### src/rtl/addsub_pkg.sv
// Shared encodings for the add/sub accumulator: controller states and operation select.
package addsub_pkg;

    typedef logic [1:0] state_t;

    localparam state_t S_IDLE = 2'd0;
    localparam state_t S_ACC  = 2'd1;
    localparam state_t S_DONE = 2'd2;

    localparam logic OP_ADD = 1'b0;
    localparam logic OP_SUB = 1'b1;

endpackage

### src/rtl/addsub_core.sv
// Combinational ripple-carry adder/subtractor; subtraction is a + ~b + 1.
module addsub_core #(
    parameter int WIDTH = 32
) (
    input  logic [WIDTH-1:0] a,
    input  logic [WIDTH-1:0] b,
    input  logic             sub,
    output logic [WIDTH-1:0] sum,
    output logic             cout,
    output logic             ovf
);

    logic [WIDTH:0] carry;

    assign carry[0] = sub;

    genvar i;
    generate
        for (i = 0; i < WIDTH; i++) begin : g_fa
            logic bx;
            assign bx         = b[i] ^ sub;
            assign sum[i]     = a[i] ^ bx ^ carry[i];
            assign carry[i+1] = (a[i] & bx) | (carry[i] & (a[i] ^ bx));
        end
    endgenerate

    assign cout = carry[WIDTH];
    // Signed overflow: carry into the sign bit disagrees with carry out of it.
    assign ovf  = carry[WIDTH] ^ carry[WIDTH-1];

endmodule

### src/rtl/addsub_accumulator.sv
// Burst accumulator: sums len operands (add or subtract each) and hands the total
// plus sticky carry/borrow and overflow flags downstream over valid/ready.
//
//  state  | meaning
//  S_IDLE | waiting for start; previous result still visible on acc_out/flags
//  S_ACC  | accepting operands, one per cycle, until cnt reaches zero
//  S_DONE | result valid, held until out_ready
module addsub_accumulator
    import addsub_pkg::*;
#(
    parameter int WIDTH   = 32,
    parameter int COUNT_W = 8
) (
    input  logic               clk,
    input  logic               rst_n,
    input  logic               start,
    input  logic [COUNT_W-1:0] len,
    input  logic               in_valid,
    output logic               in_ready,
    input  logic [WIDTH-1:0]   in_data,
    input  logic               in_sub,
    output logic               out_valid,
    input  logic               out_ready,
    output logic [WIDTH-1:0]   acc_out,
    output logic               carry_flg,
    output logic               ovf_flg,
    output logic               busy
);

    state_t             state_q, state_d;
    logic [COUNT_W-1:0] cnt_q, cnt_d;
    logic [WIDTH-1:0]   acc_q, acc_d;
    logic               carry_q, carry_d;
    logic               ovf_q, ovf_d;

    logic [WIDTH-1:0]   core_sum;
    logic               core_cout;
    logic               core_ovf;
    logic               xfer;

    addsub_core #(.WIDTH(WIDTH)) u_core (
        .a    (acc_q),
        .b    (in_data),
        .sub  (in_sub == OP_SUB),
        .sum  (core_sum),
        .cout (core_cout),
        .ovf  (core_ovf)
    );

    assign xfer = in_valid && (state_q == S_ACC);

    always_ff @(posedge clk or negedge rst_n) begin
        if (!rst_n) begin
            state_q <= S_IDLE;
            cnt_q   <= '0;
            acc_q   <= '0;
            carry_q <= 1'b0;
            ovf_q   <= 1'b0;
        end else begin
            state_q <= state_d;
            cnt_q   <= cnt_d;
            acc_q   <= acc_d;
            carry_q <= carry_d;
            ovf_q   <= ovf_d;
        end
    end

    always_comb begin
        state_d = state_q;
        cnt_d   = cnt_q;
        acc_d   = acc_q;
        carry_d = carry_q;
        ovf_d   = ovf_q;
        case (state_q)
            S_IDLE: begin
                if (start) begin
                    acc_d   = '0;
                    carry_d = 1'b0;
                    ovf_d   = 1'b0;
                    cnt_d   = len;
                    state_d = (len == '0) ? S_DONE : S_ACC;
                end
            end
            S_ACC: begin
                if (xfer) begin
                    acc_d   = core_sum;
                    cnt_d   = cnt_q - 1'b1;
                    // A subtract with no carry out means it borrowed.
                    carry_d = carry_q | ((in_sub == OP_ADD) ? core_cout : ~core_cout);
                    ovf_d   = ovf_q | core_ovf;
                    if (cnt_q == COUNT_W'(1)) state_d = S_DONE;
                end
            end
            S_DONE: begin
                if (out_ready) state_d = S_IDLE;
            end
            default: state_d = S_IDLE;
        endcase
    end

    always_comb begin
        in_ready  = (state_q == S_ACC);
        out_valid = (state_q == S_DONE);
        busy      = (state_q == S_ACC) || (state_q == S_DONE);
        acc_out   = acc_q;
        carry_flg = carry_q;
        ovf_flg   = ovf_q;
    end

endmodule
### config.mk
export PLATFORM = sky130hd
export DESIGN_NAME = addsub_accumulator
export DESIGN_NICKNAME = d
export VERILOG_FILES = /design/src/rtl/addsub_pkg.sv /design/src/rtl/addsub_core.sv /design/src/rtl/addsub_accumulator.sv
export SDC_FILE = /design/constraint.sdc
export NUM_CORES = 1
export LEC_CHECK = 0
export BUFFER_PORTS_ARGS = -buffer_cell sky130_fd_sc_hd__buf_4
export CORE_MARGIN = 1.5
export CORE_UTILIZATION = 58
export CTS_BUF_LIST = sky130_fd_sc_hd__clkbuf_8
export CTS_CLUSTER_SIZE = 16
export DETAILED_ROUTE_END_ITERATION = 10
export GPL_ROUTABILITY_DRIVEN = 1
export GPL_TIMING_DRIVEN = 0
export HOLD_SLACK_MARGIN = 0.03
export MAX_ROUTING_LAYER = met4
export PLACE_DENSITY = 0.95
export SKIP_CTS_REPAIR_TIMING = 1
export SLEW_MARGIN = 20
export SYNTH_ARGS = -nofsm -noshare
export SYNTH_HDL_FRONTEND = slang
export SYNTH_SLANG_ARGS = --single-unit
### constraint.sdc
create_clock -name clk -period 32.9 [get_ports clk]
set_clock_uncertainty 0.05 [all_clocks]
set_input_delay 3.29 -clock clk [delete_from_list [all_inputs] [get_ports clk]]
set_output_delay 3.29 -clock clk [all_outputs]
set_load 0.1 [all_outputs]
# [Word level (Yosys, flattened, before mapping)]
# Cells that the tools add are included.
[totals] regBits=44 mem_count=0 romBits=0 ramBits=0 latchBits=0 inputBits=46
[op_classes] order_cmp=0 bitwise_logic=196 n_shift=0 div_mod_pow=0 multipliers=0 n_addsub=1 n_eq_ne=7 n_reduce_logical=7 n_mux=18
[op_table] operator="$xor A1 B1 Y1" count=97
[op_table] operator="$and A1 B1 Y1" count=64
[op_table] operator="$mux W32" count=2
[op_table] operator="$pmux W32 S2" count=1
[op_table] operator="$or A1 B1 Y1" count=34
[op_table] operator="$mux W8" count=2
[op_table] operator="$pmux W8 S2" count=1
[op_table] operator="$mux W2" count=5
[op_table] operator="$eq A8 B1 Y1 const B" count=1
[op_table] operator="$logic_not A8 Y1" count=1
[op_table] operator="$sub A8 B1 Y8 const B" count=1
[op_table] operator="$ne A2 B1 Y1 const B" count=3
[op_table] operator="$pmux W2 S3" count=1
[op_table] operator="$mux W1" count=4
[op_table] operator="$pmux W1 S2" count=2
[op_table] operator="$reduce_and A4 Y1" count=1
[op_table] operator="$reduce_and A3 Y1" count=1
[op_table] operator="$eq A2 B1 Y1 const B" count=1
[op_table] operator="$eq A2 B2 Y1 const B" count=1
[op_table] operator="$logic_not A2 Y1" count=1
[op_table] operator="$ne A2 B2 Y1 const B" count=1
[op_table] operator="$reduce_bool A2 Y1" count=1
[op_table] operator="$logic_and A1 B1 Y1" count=1
[op_table] operator="$logic_or A1 B1 Y1" count=1
[op_table] operator="$not A1 Y1" count=1

# [Logic depth before layout (Yosys ltp)]
# Gate-level depths: netlist of run 1.
[depth] depth_word=71 ltp_mapped=38

# [Hierarchy]
# A second synthesis of run 1 with hierarchy kept.
[hier_totals] cells_unflattened=292 area_unflattened_um2=3185.6
[by_module_without_submodules] module="addsub_accumulator" area_each_um2=1960.6 cells_per_inst=162 instances=1 seq_area_each_um2=1101.1
[by_module_without_submodules] module="addsub_core" area_each_um2=1224.9 cells_per_inst=130 instances=1 seq_area_each_um2=0.0

# [Worst setup path after synthesis of run 1]
# No wires, ideal clock.
[synth_path] path_type="input to register" from="input port in_sub" to="register acc_q[31] (netlist: acc_out[31])" path_slack_ns=17.014 setup_ns=0.083 arrival_time_ns=15.754 path_stages=36 path_cell_list="clkbuf_1 > buf_1 > xor2_1 > fa_1 > fa_1 > fa_1 > fa_1 > fa_1 > fa_1 > fa_1 > fa_1 > fa_1 > fa_1 > fa_1 > fa_1 > fa_1 > fa_1 > fa_1 > fa_1 > fa_1 > fa_1 > fa_1 > fa_1 > fa_1 > fa_1 > fa_1 > fa_1 > fa_1 > fa_1 > fa_1 > fa_1 > inv_1 > fa_1 > fa_1 > fa_1 > o21ai_0"
[synth_between] elab_chain_len=67
[synth_lines] element="start: declaration" line="addsub_accumulator.sv:21" rtl="input logic in_sub,"
[synth_lines] element="$xor A1 B1 Y1" line="addsub_core.sv:21" rtl="assign bx = b[i] ^ sub;"
[synth_lines] element="$xor A1 B1 Y1" line="addsub_core.sv:23" rtl="assign carry[i+1] = (a[i] & bx) | (carry[i] & (a[i] ^ bx));"
[synth_lines] element="$and A1 B1 Y1" line="addsub_core.sv:23"
[synth_lines] element="$or A1 B1 Y1" line="addsub_core.sv:23"
[synth_lines] element="$and A1 B1 Y1" line="addsub_core.sv:23"
[synth_lines] element="$or A1 B1 Y1" line="addsub_core.sv:23"
[synth_lines] element="$and A1 B1 Y1" line="addsub_core.sv:23"
[synth_lines] element="$or A1 B1 Y1" line="addsub_core.sv:23"
[synth_lines] element="(+51 left out)"
[synth_lines] element="$or A1 B1 Y1" line="addsub_core.sv:23"
[synth_lines] element="$and A1 B1 Y1" line="addsub_core.sv:23"
[synth_lines] element="$or A1 B1 Y1" line="addsub_core.sv:23"
[synth_lines] element="$and A1 B1 Y1" line="addsub_core.sv:23"
[synth_lines] element="$or A1 B1 Y1" line="addsub_core.sv:23"
[synth_lines] element="$xor A1 B1 Y1 (*)" line="addsub_core.sv:22" rtl="assign sum[i] = a[i] ^ bx ^ carry[i];"
[synth_lines] element="$mux W32 (*)" line="addsub_accumulator.sv:85" rtl="if (xfer) begin"
[synth_lines] element="$pmux W32 S2 (*)" line="addsub_accumulator.sv:74" rtl="case (state_q)"
[synth_lines] element="end signal: assignment" line="addsub_accumulator.sv:56" rtl="acc_q <= '0;"
[synth_lines] element="end signal: assignment" line="addsub_accumulator.sv:62" rtl="acc_q <= acc_d;"
[synth_lines] element="end: declaration" line="addsub_accumulator.sv:32" rtl="logic [WIDTH-1:0] acc_q, acc_d;"
# Mark *: on every way between the ends. The rest lies on a longest branch, timed or not. The select of a mux whose other input is x is not followed.
# A chain may end at the register's enable or synchronous reset.

# [Final worst setup path of run 1]
# Same ends and word-level chain as after synthesis.

==> impl_metrics.csv, run 1 <==
group,metric,value,unit
logic_synthesis,ys_seq_area_share,38.4,%
timing,slew_viol_final,0,
clock_network,cts.sinks,44,
drt,viasPerCell,5.60,
drt,firstDrtPassIters,4,
place,dp_hpwl,5230,µm
logic_synthesis,yosys.area.top_type_share,38.4,%
pwr,ir_drop,0.0000604,V
clock_network,worstSkewPairLatency,300,ps
layout,finalNonFillerCells,400,
logic_synthesis,synthFlopType,"dfrtp_1",
worst_setup_path,path_delay_family,"adder cells",
worst_setup_path,crit_path_start_kind,"input port",
run_status,outcome,"finished, final reports clean",
timing,min_period,16680,ps
logic_synthesis,synth_cell_types,37,
timing,slew_headroom,43.7,%
worst_setup_path,critical_path_buf_inv_count,3,
timing,finalHoldViolCount,0,
die,die_area,5380,µm²
die,dieWidth,73.3,µm
place,dp_cells,393,
drt,drt_drc_violations_left,0,
worst_setup_path,cp-end-kind,"flip-flop",
die,core.rowCount,25,
worst_setup_path,cp.arrival,16860,ps
layout,diodes,0,
timing,timing.fmax,59.9,MHz
global_route,grt-ovfl-total,0,
die,pin_count,83,
global_route,grt_use_total,29.0,%
logic_synthesis,synth_nets,327,
logic_synthesis,synth_area_per_cell,11.7,µm²
clock_network,cts_buffer_depth,2,
logic_synthesis,synthMostInstantiatedCell,"dfrtp_1",
drt,wl_met2,3640,µm
drt,avgRoutedWirePerCell,17.3,µm
pwr,p_leak,1.76,nW
global_route,grt_pass1_wl,11200,µm
worst_setup_path,critical_path_class,"in2reg",
clock_network,cts_root_buffer,"clkbuf_8",
worst_setup_path,crit_top_cell,"fa_1",
die,initial_core_util,60.4,%
layout,syn2layout_area_growth,26.9,%
clock_network,htree_levels,2,
logic_synthesis,synth_seq_cells,44,
layout,nets,415,
worst_hold_path,hold_class,"reg2reg",
timing,setup_violations,0,
timing,rsz0062_at_grt,"no",
logic_synthesis,ys_async_sr_fraction,100,%
clock_network,cts_made_buffers,5,
flow_run,cap_viol_max_count,0,
drt,drtAntennaViolNets,0,
global_route,grt_antenna_before_repair,0,
die,core-area,4750,µm²
drt,vias,2239,
layout,fin_util,76.6,%
pwr,powerDensity,105,nW/µm²
logic_synthesis,synth_top_area_cell,"dfrtp_1",
drt,highest_layer,"met4",
logic_synthesis,synthTopCellsByCount,"dfrtp_1, fa_1, xor2_1",
timing,tns,0,ps
clock_network,cts_tree,"done",
place,finalWeightedCongestion,0.865,
place,port_buffers,81,
worst_setup_path,crit_required,33070,ps
worst_setup_path,crit_slowest_cell,"buf_1",
logic_synthesis,ys_warn_count,0,
clock_network,clk_pin_slew,80,ps
drt,routed_wl,6900,µm
logic_synthesis,syn_area,2870,µm²
global_route,first_global_vias,2372,
timing,worst_slew_pin_slew,845,ps
layout,layout-drive-gt1-share,28.8,%
worst_setup_path,r2r_setup_slack,19680,ps
worst_setup_path,cp_slowest_stage_delay,650,ps
logic_synthesis,synth_area_leaders,"dfrtp_1, fa_1, xor2_1",
die,die_h,73.3,µm
logic_synthesis,syn-instance-count,245,
drt,wl_met1,2810,µm
global_route,grt_max_degree,45,
drt,dr_wl_met3,317,µm
logic_synthesis,synth_edf_count,0,
timing,post-route-period-util,50.7,%
worst_setup_path,critPathMaxFanout,10,
drt,drt-initial-drc-count,127,
final cells by class:
cell class,count,area (µm²)
buffer,14,52.6
clock inverter,2,12.5
tap,67,83.8
fill,341,1110
clock buffer,5,68.8
inverter,9,33.8
timing repair buffer,81,608
multi-input combinational,178,1680
sequential,44,1100
kinds of logic (layout without fill, tap and decap cells):
group | count (synthesis) | in the layout | synth area share, %
AOI/OAI and AO/OA | 54 | 54 | 14.6
and+or+nand+nor | 52 | 52 | 9.07
DFF | 44 | 44 | 38.4
adders and majority gates | 36 | 36 | 23.8
xor gates and xnor gates | 33 | 33 | 10.1
buffers and inverters | 23 | 111 | 3.01
muxes | 3 | 3 | 1.09
per-layer routing:
layer / track usage [%] / up-vias
met3: 5.90 / 12
met4: 9.26 / 0
met2: 46.5 / 82
li1: - / 1013
met5: - / -
met1: 37.6 / 1132
power by group:
group | switching (mW) | total, mW | internal [mW]
sequential | 0.0217 | 0.0956 | 0.0739
combinational | 0.182 | 0.255 | 0.0736
clock | 0.0186 | 0.0330 | 0.0144
total | 0.222 | 0.384 | 0.162
flip-flops by register name, summed over array words and instances, names as in the netlist:
name and flops:
cnt_q 8, ovf_flg 1, state_q 2, acc_out 32, carry_flg 1
worst paths after layout:
| check | startpoint | endpoint | cells after the start |
|---|---|---|---|
| max in group asynchronous | rst_n | acc_out[20] | 1 |
| worst min register to register | cnt_q[1] | cnt_q[1] | 2 |
| min in group asynchronous | rst_n | acc_out[14] | 1 |
| worst max-delay path | in_sub | acc_out[31] | 36 |
| worst max register to register | acc_out[0] | acc_out[31] | 34 |
| worst min-delay path | cnt_q[1] | cnt_q[1] | 2 |
worst reg2reg max path: cells and delay by family, from the launching register on:
| family | cells | cell delay (ps) |
|---|---|---|
| AO/OA/AOI/OAI | 1 | 160 |
| adder cells (fa/ha/maj) | 31 | 12110 |
| buffers and inverters | 1 | 70 |
| flip-flops | 1 | 420 |
| multiplexers | 1 | 290 |
per-stage QoR:
stage | power, mW | cell area (µm²) | worst slack (ps) | hold WS [ps]
after floorplan | 0.291 | 2870 | 17010 | 415
after global placement | 0.340 | 3560 | 16290 | 430
after detailed placement | 0.351 | 3560 | 15950 | 448
after CTS | 0.385 | 3640 | 16230 | 466
after global routing | 0.407 | 3640 | 15720 | 487
final | 0.384 | 3640 | 16220 | 466
placed cells by master (no fill, tap or decap), types with 2 or more instances in the layout:
cell type,netlist,routed
nand3_1,3,3
mux2i_1,2,2
ha_1,5,5
a32oi_1,2,2
clkbuf_1,11,11
nand2_1,25,25
buf_4,0,81
clkbuf_8,0,5
dfrtp_1,44,44
inv_1,9,9
o31ai_1,2,2
nand2b_1,3,3
o221a_2,3,3
o21ai_0,10,10
buf_1,3,3
and2_1,4,4
xnor2_1,4,4
nor4_1,2,2
fa_1,31,31
xor2_1,29,29
a21oi_1,4,4
a22o_1,28,28
nor2_1,4,4
or2_2,2,2
Note: power is estimated with default switching activity, not from simulation.
==> run 2: changes to the inputs <==
--- a/config.mk
+++ b/config.mk
@@ -7,7 +7,7 @@
 export LEC_CHECK = 0
 export BUFFER_PORTS_ARGS = -buffer_cell sky130_fd_sc_hd__buf_4
 export CORE_MARGIN = 1.5
-export CORE_UTILIZATION = 58
+export CORE_UTILIZATION = 54
 export CTS_BUF_LIST = sky130_fd_sc_hd__clkbuf_8
 export CTS_CLUSTER_SIZE = 16
 export DETAILED_ROUTE_END_ITERATION = 10
@@ -15,7 +15,7 @@
 export GPL_TIMING_DRIVEN = 0
 export HOLD_SLACK_MARGIN = 0.03
 export MAX_ROUTING_LAYER = met4
-export PLACE_DENSITY = 0.95
+export PLACE_DENSITY = 0.9
 export SKIP_CTS_REPAIR_TIMING = 1
 export SLEW_MARGIN = 20
 export SYNTH_ARGS = -nofsm -noshare
==> constraint.sdc (replaced) <==
create_clock -name clk -period 16.3 [get_ports clk]
set_clock_uncertainty 0.05 [all_clocks]
set_input_delay 1.63 -clock clk [delete_from_list [all_inputs] [get_ports clk]]
set_output_delay 1.63 -clock clk [all_outputs]
set_load 0.1 [all_outputs]
==> run 2 against run 1 <==
Via count is 0.89% lower; sequential share of layout area is 0.31 points lower; sequential power is 100% higher; sequential cell count stayed put; critical path depth is 2 higher; cell count is 1.0% higher; register-to-register slack worse by 17000 ps; routed wire length is 5.7% lower; total power is 110% higher; global-route usage is 2.8 points lower; largest power group unchanged.
==> impl_metrics.csv, run 2 (synthesis gave the netlist of run 1 again) <==
group,metric,value,unit
worst_hold_path,hold_class,"reg2reg",
timing,post-route-period-util,91.9,%
drt,avgRoutedWirePerCell,16.1,µm
worst_setup_path,crit_top_cell,"fa_1",
drt,routed_wl,6510,µm
pwr,ir_drop,0.000110,V
pwr,p_leak,1.78,nW
layout,nets,415,
global_route,grt_antenna_before_repair,0,
place,dpl_worst_slack,974,ps
timing,timing.fmax,66.8,MHz
place,dp_cells,396,
global_route,grt_pass1_wl,11600,µm
clock_network,cts.sinks,44,
timing,slew_headroom,46.9,%
global_route,grt_max_degree,45,
die,core.rowCount,26,
drt,drtAntennaViolNets,0,
timing,layout_setup_ws,1320,ps
layout,layout-drive-gt1-share,29.0,%
layout,final_common_cell,"buf_4",
pwr,powerDensity,215,nW/µm²
timing,setup_violations,0,
die,die_h,75.9,µm
die,die_area,5760,µm²
clock_network,cts_tree,"done",
place,port_buffers,81,
timing,slew_viol_final,0,
global_route,grt-ovfl-total,0,
drt,firstDrtPassIters,4,
worst_setup_path,crit_required,16450,ps
global_route,grt_use_total,26.2,%
drt,vias,2219,
layout,nFillCells,379,
flow_run,cap_viol_max_count,0,
worst_setup_path,critical_path_class,"in2reg",
layout,fin_util,72.1,%
clock_network,cts_buffer_depth,2,
worst_setup_path,crit_path_start_kind,"input port",
layout,syn2layout_area_growth,28.2,%
timing,tns,0,ps
worst_setup_path,crit_slowest_cell,"buf_1",
timing,min_period,14980,ps
worst_setup_path,cp-end-kind,"flip-flop",
place,dp_hpwl,5030,µm
layout,mostFrequentLayoutCells,"buf_4, dfrtp_1, fa_1",
worst_setup_path,cp_slowest_stage_delay,650,ps
clock_network,worstSkewPairLatency,310,ps
worst_setup_path,cp.arrival,15120,ps
worst_setup_path,critPathMaxFanout,10,
timing,rsz0062_at_grt,"no",
global_route,first_global_vias,2381,
die,core-area,5110,µm²
layout,finalNonFillerCells,404,
drt,viasPerCell,5.49,
timing,finalHoldViolCount,0,
place,finalWeightedCongestion,0.829,
clock_network,cts_made_buffers,5,
die,pin_count,83,
layout,largest_reg_flops,32,
clock_network,htree_levels,2,
layout,diodes,0,
die,initial_core_util,56.2,%
drt,drt_drc_violations_left,0,
pwr,power.total,0.791,mW
timing,worst_slew_pin_slew,796,ps
clock_network,cts_root_buffer,"clkbuf_8",
drt,drt-initial-drc-count,138,
run_status,outcome,"finished, final reports clean",
die,dieWidth,75.9,µm
clock_network,clk_pin_slew,90,ps
-- run 2: cell count changes in the layout (fill, tap and decap cells not counted) --
cell | before | now
bufinv_16 | 0 | 1
clkinv_2 | 1 | 0
inv_6 | 0 | 1
-- run 2: critical path: cells and delay by family --
family,cells,cell delay [ps]
compound gates,1,160
xor+xnor,2,270
fa+ha+maj,31,11920
buf+inv,3,1040
simple gates,1,80
-- run 2: through the flow --
stage	hold slack, ps	area (µm²)
after floorplan	415	2870
after global placement	428	3570
after detailed placement	452	3570
after CTS	466	3680
after global routing	506	3680
final	467	3680
-- run 2: area by class of cell --
cell class	instances	area, µm²	share of cell area [%]
Sequential cell	44	1100	29.9
Multi-Input combinational cell	178	1680	45.7
Tap cell	70	87.6	2.38
Clock buffer	5	68.8	1.87
Buffer	14	52.6	1.43
Timing Repair Buffer	81	608	16.5
Inverter	9	33.8	0.918
Clock inverter	3	46.3	1.26
-- run 2: power by group --
group	internal [mW]	switching, mW
Clock	0.0462	0.0412
Combinational	0.148	0.363
Sequential	0.149	0.0430
-- run 2: layer usage --
layer / GRT usage, % / share of wire (%) / vias up / wire, µm
met5: - / 0 / - / 0
met4: 10.6 / 2.9 / 0 / 189
met3: 5.42 / 5.2 / 21 / 341
met2: 40.6 / 49 / 80 / 3180
met1: 34.1 / 43 / 1104 / 2800
li1: - / - / 1014 / -
-- run 2: path summary, 6_finish.rpt --
path	from	end	slack (ps)	cells after the start
max in group asynchronous	rst_n	cnt_q[5]	14560	1
worst min-delay path	ovf_flg	ovf_flg	470	2
worst max register to register	acc_out[0]	carry_flg	3150	36
min in group asynchronous	rst_n	ovf_flg	1250	1
worst max-delay path	in_sub	carry_flg	1320	38
worst min register to register	ovf_flg	ovf_flg	470	2
==> run 3: changes to the inputs <==
--- a/config.mk
+++ b/config.mk
@@ -6,6 +6,7 @@
 export NUM_CORES = 1
 export LEC_CHECK = 0
 export BUFFER_PORTS_ARGS = -buffer_cell sky130_fd_sc_hd__buf_4
+export CORE_ASPECT_RATIO = 1.2
 export CORE_MARGIN = 1.5
 export CORE_UTILIZATION = 54
 export CTS_BUF_LIST = sky130_fd_sc_hd__clkbuf_8
==> run 3 against run 2 <==
Clock power up 5.6%; clock-buffer cell count up 2; via count up 1.8%; critical path depth unchanged; sequential share of layout area about the same; utilization up 1.4 points; sequential cell count unchanged; register-to-register slack about the same; first-iteration DRC count up 57%; routed wire length up 6.7%; worst hold slack worse by 8.0 ps; total power up 1.4%; critical path type unchanged; largest cell class unchanged.
==> impl_metrics.csv, run 3 (synthesis gave the netlist of run 1 again) <==
group,metric,value,unit
global_route,grt_max_degree,45,
timing,slew_viol_final,0,
global_route,grt_antenna_before_repair,0,
timing,timing.fmax,66.8,MHz
layout,diodes,0,
timing,rsz0062_at_grt,"no",
worst_setup_path,crit_top_cell,"fa_1",
worst_hold_path,min_to,"cnt_q[1]",
worst_setup_path,critical_path_class,"in2reg",
worst_hold_path,whs_path_depth,2,
global_route,grt-ovfl-total,0,
global_route,first_global_vias,2424,
worst_setup_path,cp_slowest_stage_delay,670,ps
layout,multi_input_area,1680,µm²
clock_network,cts_buffer_depth,2,
timing,worst_slew_pin_slew,820,ps
worst_setup_path,crit_path_start_kind,"input port",
worst_setup_path,crit_required,16450,ps
drt,firstDrtPassIters,4,
clock_network,cts.sinks,44,
layout,nFillCells,357,
worst_hold_path,hold_class,"reg2reg",
drt,drt-initial-drc-count,216,
pwr,p_leak,1.79,nW
layout,layout-drive-gt1-share,29.0,%
layout,nets,415,
pwr,ir_drop,0.000129,V
die,die_area,5760,µm²
global_route,grt_pass1_wl,11600,µm
place,dp_hpwl,5320,µm
timing,min_period,14970,ps
place,dpl_worst_slack,1050,ps
die,pin_count,83,
global_route,grt_use_total,26.6,%
timing,slew_headroom,45.4,%
run_status,outcome,"finished, final reports clean",
timing,tns,0,ps
worst_setup_path,crit_slowest_cell,"buf_1",
layout,largest_reg_flops,32,
flow_run,cap_viol_max_count,0,
drt,vias,2258,
worst_setup_path,reg2reg_depth,36,
worst_setup_path,critPathMaxFanout,10,
worst_setup_path,worstReg2RegEnd,"carry_flg",
place,finalWeightedCongestion,0.878,
die,die_h,82.9,µm
die,initial_core_util,57.3,%
die,core.rowCount,28,
clock_network,clk_pin_slew,80,ps
worst_setup_path,path_delay_family,"adder cells",
clock_network,htree_levels,2,
layout,syn2layout_area_growth,28.2,%
timing,layout_setup_ws,1330,ps
place,port_buffers,81,
layout,mostFrequentLayoutCells,"buf_4, dfrtp_1, fa_1",
timing,setup_violations,0,
worst_hold_path,hp-start,"cnt_q[1]",
worst_setup_path,critical_path_buf_inv_count,3,
drt,avgRoutedWirePerCell,17.6,µm
drt,drt_drc_violations_left,0,
worst_setup_path,cp-end-kind,"flip-flop",
drt,drtAntennaViolNets,0,
drt,viasPerCell,5.73,
worst_setup_path,r2r_start,"acc_out[0]",
layout,final_common_cell,"buf_4",
drt,routed_wl,6950,µm
worst_setup_path,r2r_setup_slack,3150,ps
die,dieWidth,69.6,µm
layout,regArea,1100,µm²
layout,fin_util,73.5,%
timing,finalHoldViolCount,0,
clock_network,cts_made_buffers,5,
worst_setup_path,cp.arrival,15120,ps
pwr,power.total,0.802,mW
clock_network,cts_tree,"done",
clock_network,cts_root_buffer,"clkbuf_8",
timing,post-route-period-util,91.8,%
die,core-area,5010,µm²
pwr,powerDensity,218,nW/µm²
clock_network,worstSkewPairLatency,300,ps
==> run 3: cell types whose count changed in the layout (fill, tap and decap cells not counted), sizes merged <==
cell | before | now
clkinvlp | 1 | 0
inv | 10 | 9
clkbuf | 16 | 18
==> run 3: where the power goes <==
group | internal, mW | switching (mW) | total [mW]
combinational | 0.149 | 0.368 | 0.517
clock | 0.0541 | 0.0382 | 0.0923
sequential | 0.149 | 0.0438 | 0.193
==> run 3: area by class of cell <==
cell class	instances	share of cell area [%]
buffer	14	1.43
tap	60	2.04
multi-input combinational	178	45.7
sequential	44	29.9
inverter	9	0.918
timing repair buffer	81	16.5
clock inverter	1	0.816
clock buffer	7	2.62
==> run 3: worst max-delay path by stage <==
stage	end	start	cells after the start	slack (ps)
3_5_place_dp	acc_out[31]	in_sub	36	1050
4_1_cts	carry_flg	in_sub	38	1380
6_report	carry_flg	in_sub	38	1330
3_3_place_gp	acc_out[31]	in_sub	36	1240
2_1_floorplan	acc_out[31]	in_sub	36	2070
5_1_grt	ovf_flg	in_sub	38	920
==> run 3: metrics by stage <==
stage	instance area, µm²	instances	hold WS (ps)
final	3680	394	459
after global routing	3680	394	492
after CTS	3680	394	464
after detailed placement	3550	386	446
after global placement	3550	386	429
after floorplan	2870	245	415
==> run 3: routing by layer <==
| layer | up-vias | global-route usage [%] | part of all wire [%] |
|---|---|---|---|
| met2 | 99 | 43.2 | 52 |
| met5 | - | - | 0 |
| li1 | 1012 | - | - |
| met1 | 1138 | 34.0 | 40 |
| met3 | 9 | 5.58 | 6.1 |
| met4 | 0 | 7.84 | 1.6 |
==> run 3: worst reg2reg max path, delay by kind of cell, from the launching register on <==
kind            cells  cell delay [ps]
compound gates      1              170
xor+xnor            1               70
fa+ha+maj          31            11890
buf+inv             1              110
flops               1              410
mux                 1              290
simple gates        1               80
